--- config.mk ---
export PLATFORM = sky130hd
export DESIGN_NAME = adc_cs_generator
export DESIGN_NICKNAME = d
export VERILOG_FILES = /design/src/rtl/adc_pkg.sv /design/src/rtl/adc_cs_generator_sclk_divisor.sv /design/src/rtl/adc_cs_generator.sv
export SDC_FILE = /design/constraint.sdc
export NUM_CORES = 1
export LEC_CHECK = 0
export CAP_MARGIN = 25
export CORE_AREA = 2 2 65 67
export CTS_BUF_LIST = sky130_fd_sc_hd__clkbuf_8
export DETAILED_ROUTE_END_ITERATION = 8
export DIE_AREA = 0 0 67 69
export PLACE_DENSITY = 0.89
export SYNTH_ARGS = -nofsm -noshare
export SYNTH_HDL_FRONTEND = slang
export SYNTH_SLANG_ARGS = --single-unit
--- constraint.sdc ---
create_clock -name clk -period 2.8 [get_ports clk]
set_input_delay 0.28 -clock clk [delete_from_list [all_inputs] [get_ports clk]]
set_output_delay 0.28 -clock clk [all_outputs]
set_load 0.005 [all_outputs]
--- src/rtl/adc_pkg.sv ---
// Shared types and frame geometry for the ADC chip-select initiator.
package adc_pkg;

  typedef enum logic [1:0] {
    IDLE  = 2'd0,
    SETUP = 2'd1,
    SHIFT = 2'd2,
    GAP   = 2'd3
  } adc_state_e;

  localparam int FRAME_BITS = 16;
  localparam int DATA_W     = 12;
  localparam int LEAD_BITS  = 4;
  localparam int BIT_CNT_W  = 5;
  localparam int GAP_CNT_W  = 8;

endpackage

--- src/rtl/adc_cs_generator_sclk_divisor.sv ---
// Half-period tick generator: pulses `tick` every CLK_DIV enabled cycles,
// restarting the period whenever `load` is asserted.
module sclk_divisor #(
  parameter int CLK_DIV = 4
) (
  input  logic clk,
  input  logic rst,
  input  logic load,
  input  logic en,
  output logic tick
);

  localparam int CNT_W = (CLK_DIV > 1) ? $clog2(CLK_DIV) : 1;
  localparam logic [CNT_W-1:0] RELOAD = CNT_W'(CLK_DIV - 1);

  logic [CNT_W-1:0] cnt_q, cnt_d;

  always_comb begin
    cnt_d = cnt_q;
    tick  = 1'b0;
    if (load) begin
      cnt_d = RELOAD;
    end else if (en) begin
      if (cnt_q == '0) begin
        tick  = 1'b1;
        cnt_d = RELOAD;
      end else begin
        cnt_d = cnt_q - 1'b1;
      end
    end
  end

  always_ff @(posedge clk or negedge rst) begin
    if (!rst) cnt_q <= '0;
    else      cnt_q <= cnt_d;
  end

endmodule

--- src/rtl/adc_cs_generator.sv ---
// ADC chip-select initiator: frames one 16-bit serial read per start request.
// Optional leading-zero check on the frame header: ADC_LEADZERO_CHECK_EN.
module adc_cs_generator
  import adc_pkg::*;
#(
  parameter int CLK_DIV = 4,
  parameter int GAP_CYC = 8
) (
  input  logic              clk,
  input  logic              rst,
  input  logic              EN,
  input  logic              start,
  input  logic              SDATA,
  output logic              CS,
  output logic              SCLK,
  output logic [DATA_W-1:0] dato,
  output logic              listo,
  output logic              busy,
  output logic              error
);

  // Leading header bits are only retained when they are checked.
`ifdef ADC_LEADZERO_CHECK_EN
  localparam int SHIFT_W = FRAME_BITS;
`else
  localparam int SHIFT_W = DATA_W;
`endif

  adc_state_e            state_q, state_d;
  logic                  cs_q, cs_d;
  logic                  sclk_q, sclk_d;
  logic                  busy_q, busy_d;
  logic                  listo_q, listo_d;
  logic [DATA_W-1:0]     dato_q, dato_d;
  logic [SHIFT_W-1:0]    shift_q, shift_d;
  logic [BIT_CNT_W-1:0]  bit_cnt_q, bit_cnt_d;
  logic [GAP_CNT_W-1:0]  gap_cnt_q, gap_cnt_d;
  logic                  tick, div_load, div_en, frame_done, gap_done;

  assign div_load   = (state_q == IDLE);
  assign div_en     = (state_q == SETUP) || (state_q == SHIFT);
  assign frame_done = (state_q == SHIFT) && tick && sclk_q &&
                      (bit_cnt_q == BIT_CNT_W'(FRAME_BITS));
  assign gap_done   = (state_q == GAP) && (gap_cnt_q == '0);

  sclk_divisor #(.CLK_DIV(CLK_DIV)) u_sclk_divisor (
    .clk  (clk),
    .rst  (rst),
    .load (div_load),
    .en   (div_en),
    .tick (tick)
  );

  always_ff @(posedge clk or negedge rst) begin
    if (!rst) state_q <= IDLE;
    else      state_q <= state_d;
  end

  always_comb begin
    state_d = state_q;
    unique case (state_q)
      IDLE:    if (EN && start) state_d = SETUP;
      SETUP:   if (tick)        state_d = SHIFT;
      SHIFT:   if (frame_done)  state_d = GAP;
      GAP:     if (gap_done)    state_d = IDLE;
      default:                  state_d = IDLE;
    endcase
  end

  always_comb begin
    cs_d      = cs_q;
    sclk_d    = sclk_q;
    busy_d    = busy_q;
    listo_d   = 1'b0;
    dato_d    = dato_q;
    shift_d   = shift_q;
    bit_cnt_d = bit_cnt_q;
    gap_cnt_d = gap_cnt_q;
    unique case (state_q)
      IDLE: begin
        cs_d      = 1'b1;
        sclk_d    = 1'b1;
        busy_d    = 1'b0;
        bit_cnt_d = '0;
        if (EN && start) begin
          cs_d   = 1'b0;
          busy_d = 1'b1;
        end
      end
      SETUP: begin
        if (tick) sclk_d = 1'b0;
      end
      SHIFT: begin
        if (tick) begin
          if (!sclk_q) begin
            sclk_d    = 1'b1;
            shift_d   = {shift_q[SHIFT_W-2:0], SDATA};
            bit_cnt_d = bit_cnt_q + 1'b1;
          end else if (frame_done) begin
            cs_d      = 1'b1;
            dato_d    = shift_q[DATA_W-1:0];
            listo_d   = 1'b1;
            gap_cnt_d = GAP_CNT_W'(GAP_CYC - 1);
          end else begin
            sclk_d = 1'b0;
          end
        end
      end
      GAP: begin
        if (gap_done) busy_d = 1'b0;
        else          gap_cnt_d = gap_cnt_q - 1'b1;
      end
      default: ;
    endcase
  end

  always_ff @(posedge clk or negedge rst) begin
    if (!rst) begin
      cs_q      <= 1'b1;
      sclk_q    <= 1'b1;
      busy_q    <= 1'b0;
      listo_q   <= 1'b0;
      dato_q    <= '0;
      shift_q   <= '0;
      bit_cnt_q <= '0;
      gap_cnt_q <= '0;
    end else begin
      cs_q      <= cs_d;
      sclk_q    <= sclk_d;
      busy_q    <= busy_d;
      listo_q   <= listo_d;
      dato_q    <= dato_d;
      shift_q   <= shift_d;
      bit_cnt_q <= bit_cnt_d;
      gap_cnt_q <= gap_cnt_d;
    end
  end

`ifdef ADC_LEADZERO_CHECK_EN
  logic error_q, error_d;

  assign error_d = frame_done && (shift_q[FRAME_BITS-1 -: LEAD_BITS] != '0);

  always_ff @(posedge clk or negedge rst) begin
    if (!rst) error_q <= 1'b0;
    else      error_q <= error_d;
  end

  assign error = error_q;
`else
  assign error = 1'b0;
`endif

  assign CS    = cs_q;
  assign SCLK  = sclk_q;
  assign busy  = busy_q;
  assign listo = listo_q;
  assign dato  = dato_q;

endmodule
---- Word level (Yosys, flattened, before mapping) ----
Index checks and enable logic that the tools add are counted.
storage, ports and cells
  bits in registers ....................... 45
  input port bits ......................... 5
  logic and storage cells ................. 83
  output and inout port bits .............. 17
cells by class
  bitwise logic cells ..................... 1
  muxes and demuxes ....................... 35
  eq/ne operators ......................... 12
  reductions and logical operators ........ 22
  add/sub/neg operators ................... 3
operators by type and width
  operator               count
  $mux W8                4
  $mux W1                16
  $pmux W8 S2            1
  $mux W2                7
  $ne A2 B2 Y1 const B   7
  $reduce_and A4 Y1      3
  $mux W5                2
  $pmux W5 S2            1
  $reduce_and A3 Y1      3
  $logic_not A8 Y1       1
  $pmux W2 S4            1
  $reduce_bool A2 Y1     4
  $sub A8 B1 Y8 const B  1
  $add A5 B1 Y5 const B  1
  $eq A5 B5 Y1 const B   1
  $logic_and A1 B1 Y1    5
  $reduce_and A5 Y1      1
  $eq A2 B2 Y1 const B   2
  $logic_not A2 Y1       2
  $pmux W1 S2            2
  $pmux W1 S3            1
  $reduce_bool A3 Y1     1
  $eq A2 B1 Y1 const B   1
  $ne A2 B1 Y1 const B   1
  4 further kinds        4

---- Logic depth before layout (Yosys ltp) ----
  word-level depth ........................ 11
  gate-level depth with buffers ........... 9

---- Hierarchy ----
From an unflattened synthesis, not the netlist that was laid out.
unflattened totals
  cells, all modules ...................... 212
  area, all modules ....................... 2187.1 um2
by module, submodules not included
  module            instances  sequential area each (um2)  cells each  area each (um2)
  adc_cs_generator  1          1078.5                      200         2068.2
  sclk_divisor      1          50.0                        12          118.9

---- Worst setup path after synthesis ----
Ideal clock, no wire load.
  path type ............................... register to register
  start point ............................. reg state_q[0]
  end point ............................... reg dato_q[4], in the netlist dato[4]
  path buffers ............................ 3
  stages on the path, launching flop included .. 9
  data arrival time ....................... 1946 ps
  slack ................................... 727 ps
  cells stage by stage .................... dfrtp_1 inv_1 ha_1 clkbuf_1 and4bb_2 and3b_1 buf_2 buf_4 mux2_1
on the way
  cells in the longest elaborated chain, start to end .. 8
  elaborated cells between the ends (all ways) .. 10
  classes of those cells .................. eq/ne: 2; mux: 2; reduce/logical: 6
ends and longest elaborated chain
  item                                          line                                                                    text
  from (decl)                                   adc_cs_generator.sv:29                                                  adc_state_e state_q, state_d;
  from (signal assigned)                        adc_cs_generator.sv:56                                                  else state_q <= state_d;
  $eq A2 B1 Y1 or $eq A2 B2 Y1 (tied branches)  adc_cs_generator.sv:41, adc_cs_generator.sv:42, adc_cs_generator.sv:79
  $logic_or A1 B1 Y1                            adc_cs_generator.sv:41                                                  assign div_en = (state_q == SETUP) || (state_q == SHIFT);
  $mux W1                                       adc_cs_generator_sclk_divisor.sv:23                                     end else if (en) begin
  $mux W1                                       adc_cs_generator_sclk_divisor.sv:21                                     if (load) begin
  $logic_and A1 B1 Y1 (3 in a row)              adc_cs_generator.sv:42                                                  assign frame_done = (state_q == SHIFT) && tick && sclk_q &&
  $reduce_and A4 Y1 (no source line) (*)        -
  to (signal assigned)                          adc_cs_generator.sv:132                                                 dato_q <= dato_d;
  to (decl)                                     adc_cs_generator.sv:34                                                  logic [DATA_W-1:0] dato_q, dato_d;
Mark *: on every way between the ends. The rest lies on a longest branch, timed or not.
A chain may end at the register's enable or synchronous reset.

---- Final worst setup path ----
  start point ............................. reg state_q[0]
  end point ............................... reg dato_q[0], in the netlist dato[0]
Same word-level chain as after synthesis.

==> metrics.yaml <==
final_layout:
  fin_nets: 227
  synthToLayoutAreaGrowth_pct: 15.6
  num_antenna_cells: 0
  mostFrequentLayoutCells: "dfrtp_1 (43), clkdlybuf4s50_1 (19), mux2_2 (16)"
  layout_commonest_cell: "dfrtp_1"
  drive_gt1_share_pct: 15.0
  fill_cells: 290
  fin_util_pct: 65.1
placement:
  dp_slack_ps: 423
  port_buffers: 20
  hpwl_um: 2770
  gp_congestion: 0.848
setup_path:
  critPathLaunchType: "register"
  cpPeakStageDelay_ps: 650
  path_cells: "inv_1, ha_1, and3b_1, and3b_1, mux2_2"
  r2r_cells: 5
  r2r_setup_slack_ps: 420
  path_max_fanout: 16
  cp-end-kind: "register"
  worstPathArrival_ps: 2560
  worstPathRequired_ps: 2980
  r2r_end: "dato[0]$_DFFE_PN0P_"
  slowest_stage: "and3b_1"
  crit_top_cell: "and3b_1"
  r2r_start: "state_q[0]$_DFFE_PN0P_"
  critPathLaunch: "state_q[0]$_DFFE_PN0P_"
  critPathKind: "register to register"
  endpoint: "dato[0]$_DFFE_PN0P_"
grt:
  grt_usage_pct: 19.4
  grt_pass1_wl_um: 6840
  grt_pass1_vias: 1431
  overflow: 0
  antenna_found_initial: 0
  grt_max_degree: 46
synth:
  netlist.area_leader.share_pct: 48.8
  postSynthAreaPerCell_um2: 11.5
  ys.flop_type: "dfrtp_1"
  synth-seq-area-share_pct: 51.2
  synth_edf_count: 0
  yosys_warnings: 0
  synth-async-reset-ratio_pct: 100
  yosys-top-cells-area: "dfrtp_1 (49%), mux2_2 (8.2%), ha_1 (5.7%)"
  synth_area_leader_cell: "dfrtp_1"
  syn_area_um2: 2200
  ys_ff_latch: 45
  ys_types: 44
  netlist_instances: 191
  syn-num-nets: 206
sta:
  finalHoldViolCount: 0
  final_max_slew_viol_count: 0
  fmax_ghz: 0.420
  grt_setup_unrepaired: "false"
  tns_ps: 0
  final.period_utilization_pct: 85.1
  worstMarginPinSlew_ps: 682
  setup_viol: 0
  clock_skew_ps: 2.60
  relSlewSlack_pct: 54.5
  min_period_ps: 2380
  fin_ws_ps: 417
floorplan:
  initial_core_util_pct: 56.3
  die_area_um2: 4620
  num_rows: 23
  io_pins: 22
  core-area_um2: 3910
  die_x_um: 67
  dieHeight_um: 69
clock_tree:
  htreeDepth: 2
  cts.sinks: 45
  cts.path.max_buffers: 2
  cts-root-buf: "clkbuf_8"
  tritoncts: "done"
  cts_buffers: 5
  clkSlewWorstSetupHoldPaths_ps: 80
  clk_latency_ps: 290
drt:
  num_vias: 1491
  wl_per_cell_um: 14.6
  wl_um: 3840
  antenna_left: 0
  drtIter0Drc: 97
  routed_via_density: 5.67
  drt_pre_antenna_iters: 4
  drc: 0
worst_hold_path:
  min-delay-path-class: "primary input to async pin"
power:
  vdd_drop_max_v: 0.000447
  power.density_nw_per_um2: 430
  total_power_w: 0.00110
  cellLeakagePower_nw: 1.21
flow_run:
  cap_violations: 0
run_status:
  status: "complete, no violations"
[registers in the layout (all words and copies together) (netlist names)]
name and count:
state_q 2, busy 1, bit_cnt_q 5, dato 12, u_sclk_divisor.cnt_q 2, CS 1, gap_cnt_q 8, SCLK 1
shift_q 12, listo 1
[through the flow]
step,hold WS [ps],cells,area [um2]
floorplan,-15.6,191,2200
global placement,469,253,2420
detailed placement,478,253,2420
CTS,160,261,2520
global route,318,263,2550
finish,322,263,2550
[worst max-delay path, delay by kind of cell (launching register included)]
kind | cells | cell delay [ps]
flip-flops | 1 | 400
AND/OR/NAND/NOR | 2 | 1070
adder cells (fa/ha/maj) | 1 | 290
buffers and inverters | 1 | 90
multiplexers | 1 | 410
[layer usage]
| metal | global-route usage [%] | share of wire, % |
|---|---|---|
| met5 | 0 | 0 |
| met4 | 7.94 | 1.9 |
| met3 | 4.57 | 4.2 |
| met2 | 30.4 | 50 |
| met1 | 25.6 | 44 |
[worst min path at each step]
| stage | slack [ps] | startpoint | endpoint | cells after the start |
|---|---|---|---|---|
| after global routing | 320 | rst | dato[11]$_DFFE_PN0P_ | 2 |
| after global placement | 470 | dato[4]$_DFFE_PN0P_ | dato[4]$_DFFE_PN0P_ | 1 |
| after floorplan | -20 | rst | bit_cnt_q[0]$_DFFE_PN0P_ | 0 |
| after detailed placement | 480 | dato[5]$_DFFE_PN0P_ | dato[5]$_DFFE_PN0P_ | 1 |
| after CTS | 160 | rst | dato[3]$_DFFE_PN0P_ | 1 |
| final | 320 | rst | dato[3]$_DFFE_PN0P_ | 2 |
[synthesized netlist by cell type, drive strengths merged, types with 2 or more instances]
cell and instances:
xor2 3, o31ai 4, nand4 5, a21oi 6, and3b 2, ha 10
and2 3, a41o 2, dfrtp 43, dfstp 2, nand3 6, a31oi 3
nand2 10, o221a 2, nor2 9, clkbuf 2, nor2b 4, buf 7
nor3 2, inv 11, and3 2, mux2 26, o21ai 9
[repair_timing]
action / 4_1_cts / 5_1_grt
endpoints found under the hold margin: 0 / 2
endpoints found under the setup margin: 0 / 0
resized for setup: 0 / 0
hold buffers: 0 / 1
buffers inserted: 0 / 0
[cell type report]
cell class                 count  area, um2  area share, %
sequential                    45       1130           44.3
multi-input combinational    126        986           38.7
timing repair buffer          23        233           9.14
clock buffer                   6       82.6           3.24
tap                           50       62.6           2.46
inverter                      11       41.3           1.62
clock inverter                 2       13.8          0.540
[power breakdown]
part	internal [W]	switching, W	leakage [nW]
sequential	0.000654	0.00000315	0.577
clock	0.000200	0.000212	0.0512
combinational	0.0000113	0.0000151	0.582
total	0.000865	0.000230	1.21
[kinds of logic after synthesis]
kind of cell               after synthesis  share of synthesized area, %
muxes                                   26                          13.3
buffers and inverters                   20                          4.03
other                                    1                         0.170
adders and majority gates               10                          5.68
DFF                                     45                          51.2
and+or+nand+nor                         52                          13.4
AOI/OAI and AO/OA                       34                          11.0
xor gates and xnor gates                 3                          1.19
Note: power is estimated with default switching activity, not from simulation.
